## config.mk

```make
export PLATFORM = sky130hd
export DESIGN_NAME = peripheral_mpram_wb_burst_master
export DESIGN_NICKNAME = d
export VERILOG_FILES = /design/src/rtl/peripheral_mpram_wb_burst_master.sv
export SDC_FILE = /design/constraint.sdc
export NUM_CORES = 1
export LEC_CHECK = 0
export CAP_MARGIN = 20
export CORE_MARGIN = 8
export CORE_UTILIZATION = 41
export CTS_CLUSTER_SIZE = 16
export DETAILED_ROUTE_END_ITERATION = 7
export PLACE_DENSITY = 0.82
export SKIP_LAST_GASP = 1
export SYNTH_ARGS = -nofsm -noshare
export SYNTH_HDL_FRONTEND = slang
export SYNTH_SLANG_ARGS = --single-unit
```

## constraint.sdc

```tcl
create_clock -name wb_clk_i -period 4 [get_ports wb_clk_i]
set_input_delay 0.8 -clock wb_clk_i [delete_from_list [all_inputs] [get_ports wb_clk_i]]
set_output_delay 0.8 -clock wb_clk_i [all_outputs]
set_load 0.05 [all_outputs]
```

## src/rtl/peripheral_mpram_wb_burst_master.sv

```systemverilog
// Wishbone B3 linear burst master: turns a command plus a write-data stream into
// incrementing bursts and returns read beats as a valid-only stream.
module peripheral_mpram_wb_burst_master #(
  parameter  int DW     = 32,
  parameter  int AW     = 8,
  parameter  int MAXLEN = 16,
  localparam int SW     = DW / 8,
  localparam int LW     = $clog2(MAXLEN) + 1
) (
  input  logic          wb_clk_i,
  input  logic          wb_rst_i,
  input  logic          cmd_valid_i,
  output logic          cmd_ready_o,
  input  logic          cmd_we_i,
  input  logic [AW-1:0] cmd_adr_i,
  input  logic [LW-1:0] cmd_len_i,
  input  logic [SW-1:0] cmd_sel_i,
  input  logic          wdat_valid_i,
  output logic          wdat_ready_o,
  input  logic [DW-1:0] wdat_i,
  output logic          rdat_valid_o,
  output logic [DW-1:0] rdat_o,
  output logic          rdat_last_o,
  output logic          done_o,
  output logic          done_err_o,
  output logic [AW-1:0] wb_adr_o,
  output logic [DW-1:0] wb_dat_o,
  output logic [SW-1:0] wb_sel_o,
  output logic          wb_we_o,
  output logic [1:0]    wb_bte_o,
  output logic [2:0]    wb_cti_o,
  output logic          wb_cyc_o,
  output logic          wb_stb_o,
  input  logic          wb_ack_i,
  input  logic          wb_err_i,
  input  logic [DW-1:0] wb_dat_i
);

  typedef enum logic [1:0] {
    S_IDLE  = 2'd0,
    S_BURST = 2'd1,
    S_DONE  = 2'd2
  } state_t;

  state_t        r_state;
  state_t        w_state_next;

  logic [AW-1:0] r_adr;
  logic          r_we;
  logic [SW-1:0] r_sel;
  logic [LW-1:0] r_beats_left;
  logic          r_buf_full;
  logic [DW-1:0] r_buf_dat;
  logic          r_err;
  logic          r_rdat_valid;
  logic [DW-1:0] r_rdat;
  logic          r_rdat_last;

  logic          w_in_burst;
  logic          w_stb;
  logic          w_ack;
  logic          w_err;
  logic          w_last;
  logic          w_cmd_fire;
  logic          w_wdat_fire;
  logic [LW-1:0] w_beats_clamped;

  assign w_in_burst  = (r_state == S_BURST);
  // Write beats only strobe once their data sits in the buffer.
  assign w_stb       = w_in_burst & (r_we ? r_buf_full : 1'b1);
  // An error response always takes precedence over a simultaneous ack.
  assign w_err       = w_stb & wb_err_i;
  assign w_ack       = w_stb & wb_ack_i & ~wb_err_i;
  assign w_last      = (r_beats_left == LW'(1));
  assign w_cmd_fire  = cmd_valid_i & cmd_ready_o;
  assign w_wdat_fire = wdat_valid_i & wdat_ready_o;

  always_comb begin
    w_beats_clamped = cmd_len_i;
    if (cmd_len_i == '0) begin
      w_beats_clamped = LW'(1);
    end else if (cmd_len_i > LW'(MAXLEN)) begin
      w_beats_clamped = LW'(MAXLEN);
    end
  end

  always_ff @(posedge wb_clk_i or posedge wb_rst_i) begin
    if (wb_rst_i) begin
      r_state <= S_IDLE;
    end else begin
      r_state <= w_state_next;
    end
  end

  always_comb begin
    w_state_next = r_state;
    cmd_ready_o  = 1'b0;
    wb_cyc_o     = 1'b0;
    wb_stb_o     = 1'b0;
    wb_cti_o     = 3'b000;
    wdat_ready_o = 1'b0;
    done_o       = 1'b0;
    done_err_o   = 1'b0;
    case (r_state)
      S_IDLE: begin
        // Gated so the handshake reads low for the whole time reset is held.
        cmd_ready_o = ~wb_rst_i;
        if (w_cmd_fire) begin
          w_state_next = S_BURST;
        end
      end
      S_BURST: begin
        wb_cyc_o     = 1'b1;
        wb_stb_o     = w_stb;
        wb_cti_o     = w_last ? 3'b111 : 3'b010;
        // Refill on the ack cycle keeps write beats back-to-back.
        wdat_ready_o = r_we & (~r_buf_full | (w_ack & ~w_last));
        if (w_err || (w_ack && w_last)) begin
          w_state_next = S_DONE;
        end
      end
      S_DONE: begin
        done_o       = 1'b1;
        done_err_o   = r_err;
        w_state_next = S_IDLE;
      end
      default: begin
        w_state_next = S_IDLE;
      end
    endcase
  end

  always_ff @(posedge wb_clk_i or posedge wb_rst_i) begin
    if (wb_rst_i) begin
      r_adr        <= '0;
      r_we         <= 1'b0;
      r_sel        <= '0;
      r_beats_left <= '0;
      r_buf_full   <= 1'b0;
      r_buf_dat    <= '0;
      r_err        <= 1'b0;
    end else if (w_cmd_fire) begin
      r_adr        <= cmd_adr_i;
      r_we         <= cmd_we_i;
      r_sel        <= cmd_sel_i;
      r_beats_left <= w_beats_clamped;
      r_buf_full   <= 1'b0;
      r_err        <= 1'b0;
    end else if (w_in_burst) begin
      if (w_ack) begin
        r_adr        <= r_adr + AW'(1);
        r_beats_left <= r_beats_left - LW'(1);
      end
      if (w_err) begin
        r_err      <= 1'b1;
        r_buf_full <= 1'b0;
      end else begin
        r_buf_full <= (r_buf_full & ~w_ack) | w_wdat_fire;
      end
      if (w_wdat_fire) begin
        r_buf_dat <= wdat_i;
      end
    end
  end

  always_ff @(posedge wb_clk_i or posedge wb_rst_i) begin
    if (wb_rst_i) begin
      r_rdat_valid <= 1'b0;
      r_rdat_last  <= 1'b0;
      r_rdat       <= '0;
    end else begin
      r_rdat_valid <= w_ack & ~r_we;
      r_rdat_last  <= w_ack & ~r_we & w_last;
      if (w_ack && !r_we) begin
        r_rdat <= wb_dat_i;
      end
    end
  end

  assign rdat_valid_o = r_rdat_valid;
  assign rdat_o       = r_rdat;
  assign rdat_last_o  = r_rdat_last;
  assign wb_adr_o     = r_adr;
  assign wb_dat_o     = r_buf_dat;
  assign wb_sel_o     = r_sel;
  assign wb_we_o      = r_we;
  assign wb_bte_o     = 2'b00;

endmodule
```

==> out/results.txt, run 1 <==
The run finished with clean final reports. The tools report the number of diodes added for antenna fixing as 0. The multi-input combinational cells in the finished layout cover a total of 1360 um2. The share of the clock period used by the worst path after layout was 0.895. The clock slew at the register clock pins of the worst setup and hold paths came out at 0.08 ns. The area growth from synthesis to layout is 56.1%. The synthesized design contains 88 register bits. OpenSTA, run right after detailed placement, puts the worst setup slack at 0.411 ns. The logs give 0.00924 ns for the largest clock skew in the final design and 0 for the count of hold-fix buffers inserted at cts. The hold violation count in the final report came out at 0. The die covers 12200 um2. TritonCTS built the clock tree.

The tools report the via count of the first global-routing pass as 3112. The share of post-route cells with drive strength above 1 is 0.191, and the measured slew at the worst slew-check pin is 0.752 ns. The worst path needs 3.58 ns of the cycle, external delays included. Once routing completed, OpenROAD measured the worst setup slack at 0.420 ns. Entering global routing, the biggest net connects 47 pins. For the proportion of synthesized chip area in sequential cells, the log shows 0.601.

The tools report the total length of routed wires as 10.1 mm. For the count of routing violations after the opening detailed-route iteration, the log shows 156. The die is 111 um wide. The cell area after technology mapping is 3670 um2. Final-report setup violation count: 0. The number of slew-limit violations in the final report came out at 0.

The worst setup path is captured at an output pin. The aggregate negative setup slack was 0 ns. The average instance in the mapped netlist occupies 13.2 um2. The post-synthesis cell type count is 40, and the count of filler cells inserted in the layout is 686. The number of antenna violations at the first check in global routing is 0, and the headroom to the max-slew limit is 0.492. From bottom edge to top edge, the die measures 111 um.

The global-route wire length before repair is 16.3 mm, and the number of top-level design ports is 178. Setup repair after global routing left no endpoint under its margin. For the clock network latency to the later pin of the worst-skew pair, the log shows 0.34 ns. The arrival time of the worst setup path came out at 2.78 ns. Of all nets on the critical path, the largest fanout is 6. The worst setup path is launched from an input port.

Across the run, the number of max-cap violations was 0. The path class of the lowest-slack min-delay path was register to register. Global-route usage over all layers: 0.164.

The run gives 2200 um2 as the area of all sequential standard cells. The run gives 8680 um2 as the area of the placeable core. The detail route stage leaves a number of antenna-violating nets equal to 0. The tree built by TritonCTS fans out to 88 sinks.

The number of detailed-route iterations in the first pass came out at 4. The longest clock path from root to sink contains 2 buffers. After the last flow step, the layout net total stands at 546.

Root buffer cell: clkbuf_8. In this run the post-CTS setup repair buffer count came out at 0. The total of cells resized after clock tree synthesis was 0; the number of warning messages in the yosys log was 0. For the number of buffers added by the clock tree synthesis step, the log shows 9. Number of standard-cell rows in the floorplan: 34. The wire-length estimate of the detail-placed layout is 7.85 mm. The setup path with the least slack is of type input port to output pin.

For this design the static power due to leakage is 2.41 nW. The deepest level of the CTS H-tree was 3. The average vias per placed instance was 4.97; the weighted congestion at the end of routability-driven global placement was 0.821. After global routing the overflow that remains totals 0. Port buffering added 175 buffers. The post-synthesis instance total is 278, and the power density over the cells is 941 nW/um2. Across the VDD grid, the largest voltage drop is 477 uV. Based on the critical path, the design can be clocked at up to 279 MHz.

For this block, the via count after detailed routing is 2824. For the total DRC errors in the routed layout, the log shows 0. At the worst endpoint, the required time is 3.20 ns.

The mean routed wirelength per cell came out at 17.8 um. The effective utilization at floorplan was 0.422.
cells by family (layout without fill, tap and decap cells):
family          Yosys count  count (layout)  synth area share
buf+inv                  21             202            0.0321
simple gates             70              70             0.104
mux                      65              65             0.199
other cells               1               2           0.00102
compound gates           23              23            0.0362
flops                    88              88             0.601
xor+xnor                  7               7            0.0167
fa+ha+maj                 3               3            0.0102
registers in the layout (all words and copies together) (netlist names):
signal,flops
r_beats_left,5
r_buf_full,1
r_err,1
r_state,2
rdat_last_o,1
rdat_o,32
rdat_valid_o,1
wb_adr_o,8
wb_dat_o,32
wb_sel_o,4
wb_we_o,1
Yosys cell counts:
| master | instances | area [um2] |
|---|---|---|
| o21ai_1 | 2 | 10.0 |
| clkbuf_1 | 4 | 15.0 |
| o31ai_1 | 3 | 22.5 |
| a211oi_1 | 1 | 7.51 |
| dfrtp_1 | 88 | 2200 |
| a21oi_1 | 7 | 35.0 |
| mux2_2 | 61 | 687 |
| mux2i_1 | 1 | 10.0 |
| and3_1 | 3 | 18.8 |
| and2_1 | 4 | 25.0 |
| nand2_1 | 24 | 90.1 |
| buf_6 | 1 | 11.3 |
| nand3_1 | 5 | 25.0 |
| nor4b_1 | 3 | 26.3 |
| a211o_1 | 1 | 8.76 |
| inv_1 | 5 | 18.8 |
| or4_1 | 1 | 7.51 |
| a31oi_1 | 1 | 6.26 |
| or3_4 | 1 | 11.3 |
| buf_2 | 4 | 20.0 |
| conb_1 | 1 | 3.75 |
| nand3b_1 | 1 | 7.51 |
| o211ai_1 | 1 | 7.51 |
| and3b_1 | 1 | 8.76 |
| or4b_1 | 1 | 10.0 |
| nand4b_1 | 1 | 8.76 |
| nand2b_1 | 2 | 12.5 |
| nor2b_1 | 2 | 12.5 |
| buf_4 | 7 | 52.6 |
| nor3_1 | 5 | 25.0 |
| nor3b_1 | 1 | 7.51 |
| mux2_1 | 3 | 33.8 |
| nor3_2 | 2 | 20.0 |
| ha_1 | 3 | 37.5 |
| nor2_1 | 7 | 26.3 |
| or3_1 | 2 | 12.5 |
| nand4_1 | 1 | 6.26 |
| o21ai_0 | 7 | 35.0 |
| xnor2_1 | 7 | 61.3 |
| nor4_1 | 3 | 18.8 |
cell type report:
type | count | share of cell area
Clock buffer | 10 | 0.0241
Clock inverter | 6 | 0.0118
Inverter | 5 | 0.00350
Multi-Input combinational cell | 170 | 0.238
Sequential cell | 88 | 0.385
Tap cell | 108 | 0.0236
Timing Repair Buffer | 181 | 0.314
metrics by stage:
| step | cell area, um2 | hold slack (ns) | utilization | total power, mW | cells |
|---|---|---|---|---|---|
| final | 5720 | 0.481 | 0.659 | 5.38 | 568 |
| after detailed placement | 5520 | 0.464 | 0.636 | 4.81 | 552 |
| after global placement | 5520 | 0.459 | 0.636 | 4.74 | 552 |
| after CTS | 5720 | 0.485 | 0.659 | 5.45 | 568 |
| after floorplan | 3670 | 0.454 | - | 3.67 | 279 |
| after global routing | 5720 | 0.510 | 0.659 | 5.65 | 568 |
where the power goes:
part	leakage [nW]	internal, mW	total [mW]	switching (mW)
Clock	0.0989	0.308	0.625	0.317
Combinational	1.24	1.15	3.17	2.02
Sequential	1.07	1.32	1.59	0.267
Total	2.41	2.78	5.38	2.61
layer usage:
layer | vias up | GRT usage | share of wire
li1 | 1320 | - | -
met2 | 120 | 0.267 | 0.49
met4 | 0 | 0.0523 | 0.015
met5 | - | 0 | 0
met1 | 1370 | 0.189 | 0.41
met3 | 14 | 0.0698 | 0.087
cell usage in the layout, fill, tap and decap left out, types with 6 or more instances in the layout:
cell type / n
nor2_1: 7
clkdlybuf4s50_1: 175
dfrtp_1: 88
nand2_1: 24
buf_4: 6
a21oi_1: 7
o21ai_0: 7
mux2_2: 61
xnor2_1: 7
clkbuf_8: 10
worst max-delay path: stages:
cell and delay [ns]:
clkdlybuf4s50_1 0.48, nand2b_1 0.28, o21ai_0 0.24, and3_1 0.18
clkdlybuf4s50_1 0.81
final timing paths:
check / startpoint / endpoint / slack [ns] / cells past startpoint
max in group asynchronous: wb_rst_i / rdat_o[28] / 1.97 / 4
hold reg to reg: wb_sel_o[1] / wb_sel_o[1] / 0.48 / 2
hold / removal: wb_sel_o[1] / wb_sel_o[1] / 0.48 / 2
setup / recovery: wb_err_i / wdat_ready_o / 0.42 / 5
setup reg to reg: r_beats_left[1] / wb_dat_o[15] / 1.52 / 7
min in group asynchronous: wb_rst_i / wb_sel_o[3] / 1.02 / 3
Power figures use the tool's default switching activity.
==> run 2, diff against run 1 <==
Settings changed: HOLD_SLACK_MARGIN set to 0.03.
==> results of run 2 <==
The final DEF is identical to that of run 1; final timing and power are the same.
==> RTL edit 1 (flow settings as in run 2) <==
Make the reset (`wb_rst_i`) synchronous in 3 clocked blocks.
--- a/src/rtl/peripheral_mpram_wb_burst_master.sv
+++ b/src/rtl/peripheral_mpram_wb_burst_master.sv
@@ -86,3 +86,3 @@
 
-  always_ff @(posedge wb_clk_i or posedge wb_rst_i) begin
+  always_ff @(posedge wb_clk_i) begin
     if (wb_rst_i) begin
@@ -132,3 +132,3 @@
 
-  always_ff @(posedge wb_clk_i or posedge wb_rst_i) begin
+  always_ff @(posedge wb_clk_i) begin
     if (wb_rst_i) begin
@@ -165,3 +165,3 @@
 
-  always_ff @(posedge wb_clk_i or posedge wb_rst_i) begin
+  always_ff @(posedge wb_clk_i) begin
     if (wb_rst_i) begin
Behaviour: differs if wb_rst_i is asserted again (counterexample within 4 cycles, from zero or initial values and one cycle with wb_rst_i high); with wb_rst_i held inactive, the same outputs for 10 cycles.
==> RTL edit 1 against run 2 <==
- setup slack gained 0.24 ns
- critical path depth stayed put
- largest cell class is now multi-input gates
- cell area increased by 0.13%
- sequential cell count unchanged
- wire length is 12% higher
- area after synthesis rose by 1.6%
Power is not compared: it rests on default switching activity, and its combinational part moved more than twofold at a synthesized area within 25%.
==> RTL edit 1: results (changes against run 2) <==
- Reg2reg setup slack: 1.80 ns (+0.28 ns)
- Area Overhead vs Synth: 53.9%
- Pin count of the biggest net entering global routing: 120 (+160%)
- Status: completed
- Placed cell areas: 5510 µm² (-0.11%)
- # fillers: 730 (+6.4%)
- Place WS: 1.00 ns (+0.594 ns)
- Total track usage: 17.6% (+1.2 points)
- Most frequent cells after synthesis: 88 x dfxtp_1, 79 x nand2_1, 67 x nand2b_1
- Met1 Routed Length: 4.77 mm (+16%)
- Inverters: 6 (+1)
- Footprint of the multi-input gates: 1800 µm² (+32%)
- Share of layout cells above drive strength 1: 4.41% (-15 points)
- Max Clock Skew: 0.00826 ns (-0.000976 ns)
- CP endpoint: wb_cti_o[2]
- Area contributors post-synth: dfxtp_1 47%, nand2b_1 11%, mux2i_1 8.9%
- First-pass GRT wire length: 18.1 mm (+11%)
- Number of library cell types mapped by synthesis: 38 (-5.0%)
- Synth Area in XOR/XNOR: 1.18% (-0.50 points)
- Ys async rst share: 0% (-100 points)
- Number of global-route vias before repair: 3538 (+14%)
- Met3 usage in global routing: 7.79% (+0.81 points)
- Crit path DAT: 2.54 ns (-0.24 ns)
- Worst Setup SP: r_beats_left[1]
- WL met2: 5.27 mm (+6.3%)
- FFs & Latches: 88 (unchanged)
- Crit-path max FO: 3 (-3)
- First-iteration detailed-routing DRC count: 149 (-4.5%)
- Area fraction in compound gates after synthesis: 10.3% (+6.7 points)
- Post-Synth Adder-Cell Area: 1.01% (-0.016 points)
- Seq/Total Area, Yosys: 47.3% (-13 points)
- Post-synthesis mux area share: 8.87% (-11 points)
- Met3 wire len: 1.03 mm (+17%)
- Non-clock buffering overhead: 31.3% (-0.085 points)
- Post-DP HPWL: 8.41 mm (+7.1%)
- R2r startpoint: r_state[1]
- Clock buf/inv share: 3.82% (+0.24 points)
- Max incr delay on CP: 0.84 ns (+0.03 ns)
- R2R depth: 4 (-3)
- Multi-input gate count: 301 (+77%)
## RTL edit 1: kinds of logic after synthesis
group                    Yosys count
other                              1
adder cells (fa/ha/maj)            3
flip-flops                        88
multiplexers                      33
AO/OA/AOI/OAI                     65
XOR/XNOR                           5
buffers and inverters             41
AND/OR/NAND/NOR                  193
## RTL edit 1: how the worst min path moves through the flow
| stage | endpoint | depth (start not counted) | slack, ns | startpoint |
|---|---|---|---|---|
| global route | rdat_o[29] | 2 | 0.48 | rdat_o[29] |
| global placement | rdat_o[5] | 2 | 0.44 | rdat_o[5] |
| floorplan | r_err | 2 | 0.43 | r_err |
| CTS | rdat_o[22] | 2 | 0.46 | rdat_o[22] |
| detailed placement | rdat_o[1] | 2 | 0.45 | rdat_o[1] |
| finish | rdat_o[22] | 2 | 0.46 | rdat_o[22] |
## RTL edit 1: worst reg2reg max path, cell delays in order, from the launching register on
cell      delay, ns
dfxtp_1        0.32
nand2b_1       0.36
or3_1          0.61
or4_1          0.54
a311oi_1       0.28
==> RTL edit 2 (flow settings as in run 2) <==
Made on the original files. `MAXLEN`: 16 -> 8.
--- a/src/rtl/peripheral_mpram_wb_burst_master.sv
+++ b/src/rtl/peripheral_mpram_wb_burst_master.sv
@@ -5,3 +5,3 @@
   parameter  int AW     = 8,
-  parameter  int MAXLEN = 16,
+  parameter  int MAXLEN = 8,
   localparam int SW     = DW / 8,
Ports: changed (resized cmd_len_i); port bits go from 178 to 177. The function was not compared with the original's and may differ.
==> RTL edit 2 against run 2 <==
- register-to-register slack improved by 0.49 ns
- critical path type is now reg -> out
- wire length is 1.3% lower
- area after synthesis fell by 0.85%
- sequential cell count shrank 1
- cell area shrank 0.79%
- highest routed layer unchanged
- fmax grew 8.6%
- setup slack gained 0.28 ns
- power is essentially flat
==> RTL edit 2: results (changes against run 2) <==
- Area fraction in compound gates after synthesis: 5.27% (+1.6 points)
- Share of layout cells above drive strength 1: 21.0% (+1.9 points)
- Max-capacitance violation count: 0 (unchanged)
- Mapped Avg Cell Area: 13.5 µm² (+2.5%)
- PortBufs: 174 (-0.57%)
- Cell chosen for the clock root: clkbuf_8
- Crit-path max FO: 3 (-3)
- Area contributors post-synth: dfrtp_1 60%, mux2_2 20%, nand2_1 2.5%
- Top-area cell type share of the netlist area: 59.9% (-0.17 points)
- Fin cells: 560 (-1.4%)
- Total setup buffers inserted after CTS: 0 (unchanged)
- Post-DP HPWL: 7.68 mm (-2.2%)
- Drt first pass iters: 4 (unchanged)
- Post-synthesis mux area share: 19.8% (-0.10 points)
- Placer Congestion: 0.749 (-8.8%)
- Seq/Total Area, Yosys: 59.9% (-0.17 points)
- Number of global-route vias before repair: 2995 (-3.8%)
- Synth Area in XOR/XNOR: 0.723% (-0.95 points)
- Total track usage: 16.2% (-0.13 points)
- Place WS: 0.928 ns (+0.517 ns)
- Ys Warns: 0 (unchanged)
- Inserted Clock Buffers: 9 (unchanged)
- Post-Synth Adder-Cell Area: 1.03% (+0.0088 points)
- Mean number of vias per cell: 5.01 (+0.75%)
- Clk pin slew, worst setup/hold paths: 0.08 ns (about the same)
- H-Tree Depth: 3 (unchanged)
- Number of library cell types mapped by synthesis: 42 (+5.0%)
- Leak pwr: 2.39 nW (-0.79%)
- Worst-Skew Late Latency: 0.35 ns
- Critical-path top delay cell: clkdlybuf4s50_1
- Crit path DAT: 2.50 ns (-0.28 ns)
- First-pass GRT wire length: 15.3 mm (-6.4%)
- Placed cell areas: 5470 µm² (-0.93%)
- Critical path's top delay family: buffers and inverters
- Routed len/inst: 17.8 µm (+0.15%)
- Dpl cells: 544 (-1.4%)
- Worst-Margin Slew: 0.737 ns (-0.0151 ns)
- Antenna-violating nets left: 0 (unchanged)
- Pin count of the biggest net entering global routing: 47 (unchanged)
- Max incr delay on CP: 0.84 ns (+0.03 ns)
- # fillers: 712 (+3.8%)
- Initial antenna violation count: 0 (unchanged)
- Status: completed
- Most frequent cells after synthesis: 87 x dfrtp_1, 63 x mux2_2, 24 x nand2_1
- Cts repair resizes: 0 (unchanged)
- Worst VDD drop: 525 µV (+9.9%)
- Ys async rst share: 100% (unchanged)
- Diodes inserted: 0 (unchanged)
- CTS max path bufs: 2 (unchanged)
- First-iteration detailed-routing DRC count: 85 (-46%)
- Worst hold path type: reg -> reg
- Max Clock Skew: 0.0149 ns (+0.00564 ns)
==> RTL edit 2: worst reg2reg max path, stage by stage, from the launching register on <==
cell and delay [ns]:
dfrtp_1 0.46, nand2b_2 0.27, inv_2 0.11, nand4_2 0.14, a21oi_4 0.14, buf_4 0.38, mux2_2 0.40
==> RTL edit 2: layout make-up <==
cell class / count / area, µm² / area share [%]
well taps: 108 / 135 / 2.38
clock inverters: 6 / 73.8 / 1.30
repair buffers: 179 / 1790 / 31.5
inverters: 4 / 16.3 / 0.287
multi-input cells: 166 / 1350 / 23.7
clock buffers: 10 / 138 / 2.42
flip-flops and latches: 87 / 2180 / 38.4
==> RTL edit 2: worst paths after layout <==
path	slack, ns	to	start	cells after the start
hold reg to reg	0.48	wb_sel_o[3]	wb_sel_o[3]	2
max in group asynchronous	2.33	wb_sel_o[3]	wb_rst_i	3
hold / removal	0.48	wb_sel_o[3]	wb_sel_o[3]	2
setup reg to reg	2.01	wb_dat_o[27]	r_state[1]	6
setup / recovery	0.70	wb_cti_o[0]	r_beats_left[1]	5
min in group asynchronous	0.97	wb_dat_o[9]	wb_rst_i	2
==> RTL edit 2: where the power goes <==
part / internal (mW) / switching [mW] / total [mW]
sequential: 1.30 / 0.264 / 1.56
clock: 0.315 / 0.328 / 0.643
combinational: 1.16 / 2.02 / 3.18
total: 2.77 / 2.61 / 5.39
==> RTL edit 2: routing by layer <==
| layer | wire [µm] | up-vias | part of all wire [%] | GRT usage [%] |
|---|---|---|---|---|
| li1 | - | 1303 | - | - |
| met1 | 3860 | 1389 | 39 | 18.3 |
| met2 | 5120 | 103 | 51 | 28.4 |
| met3 | 869 | 10 | 8.7 | 5.23 |
| met4 | 104 | 0 | 1.0 | 5.42 |
| met5 | 0 | - | 0 | 0 |
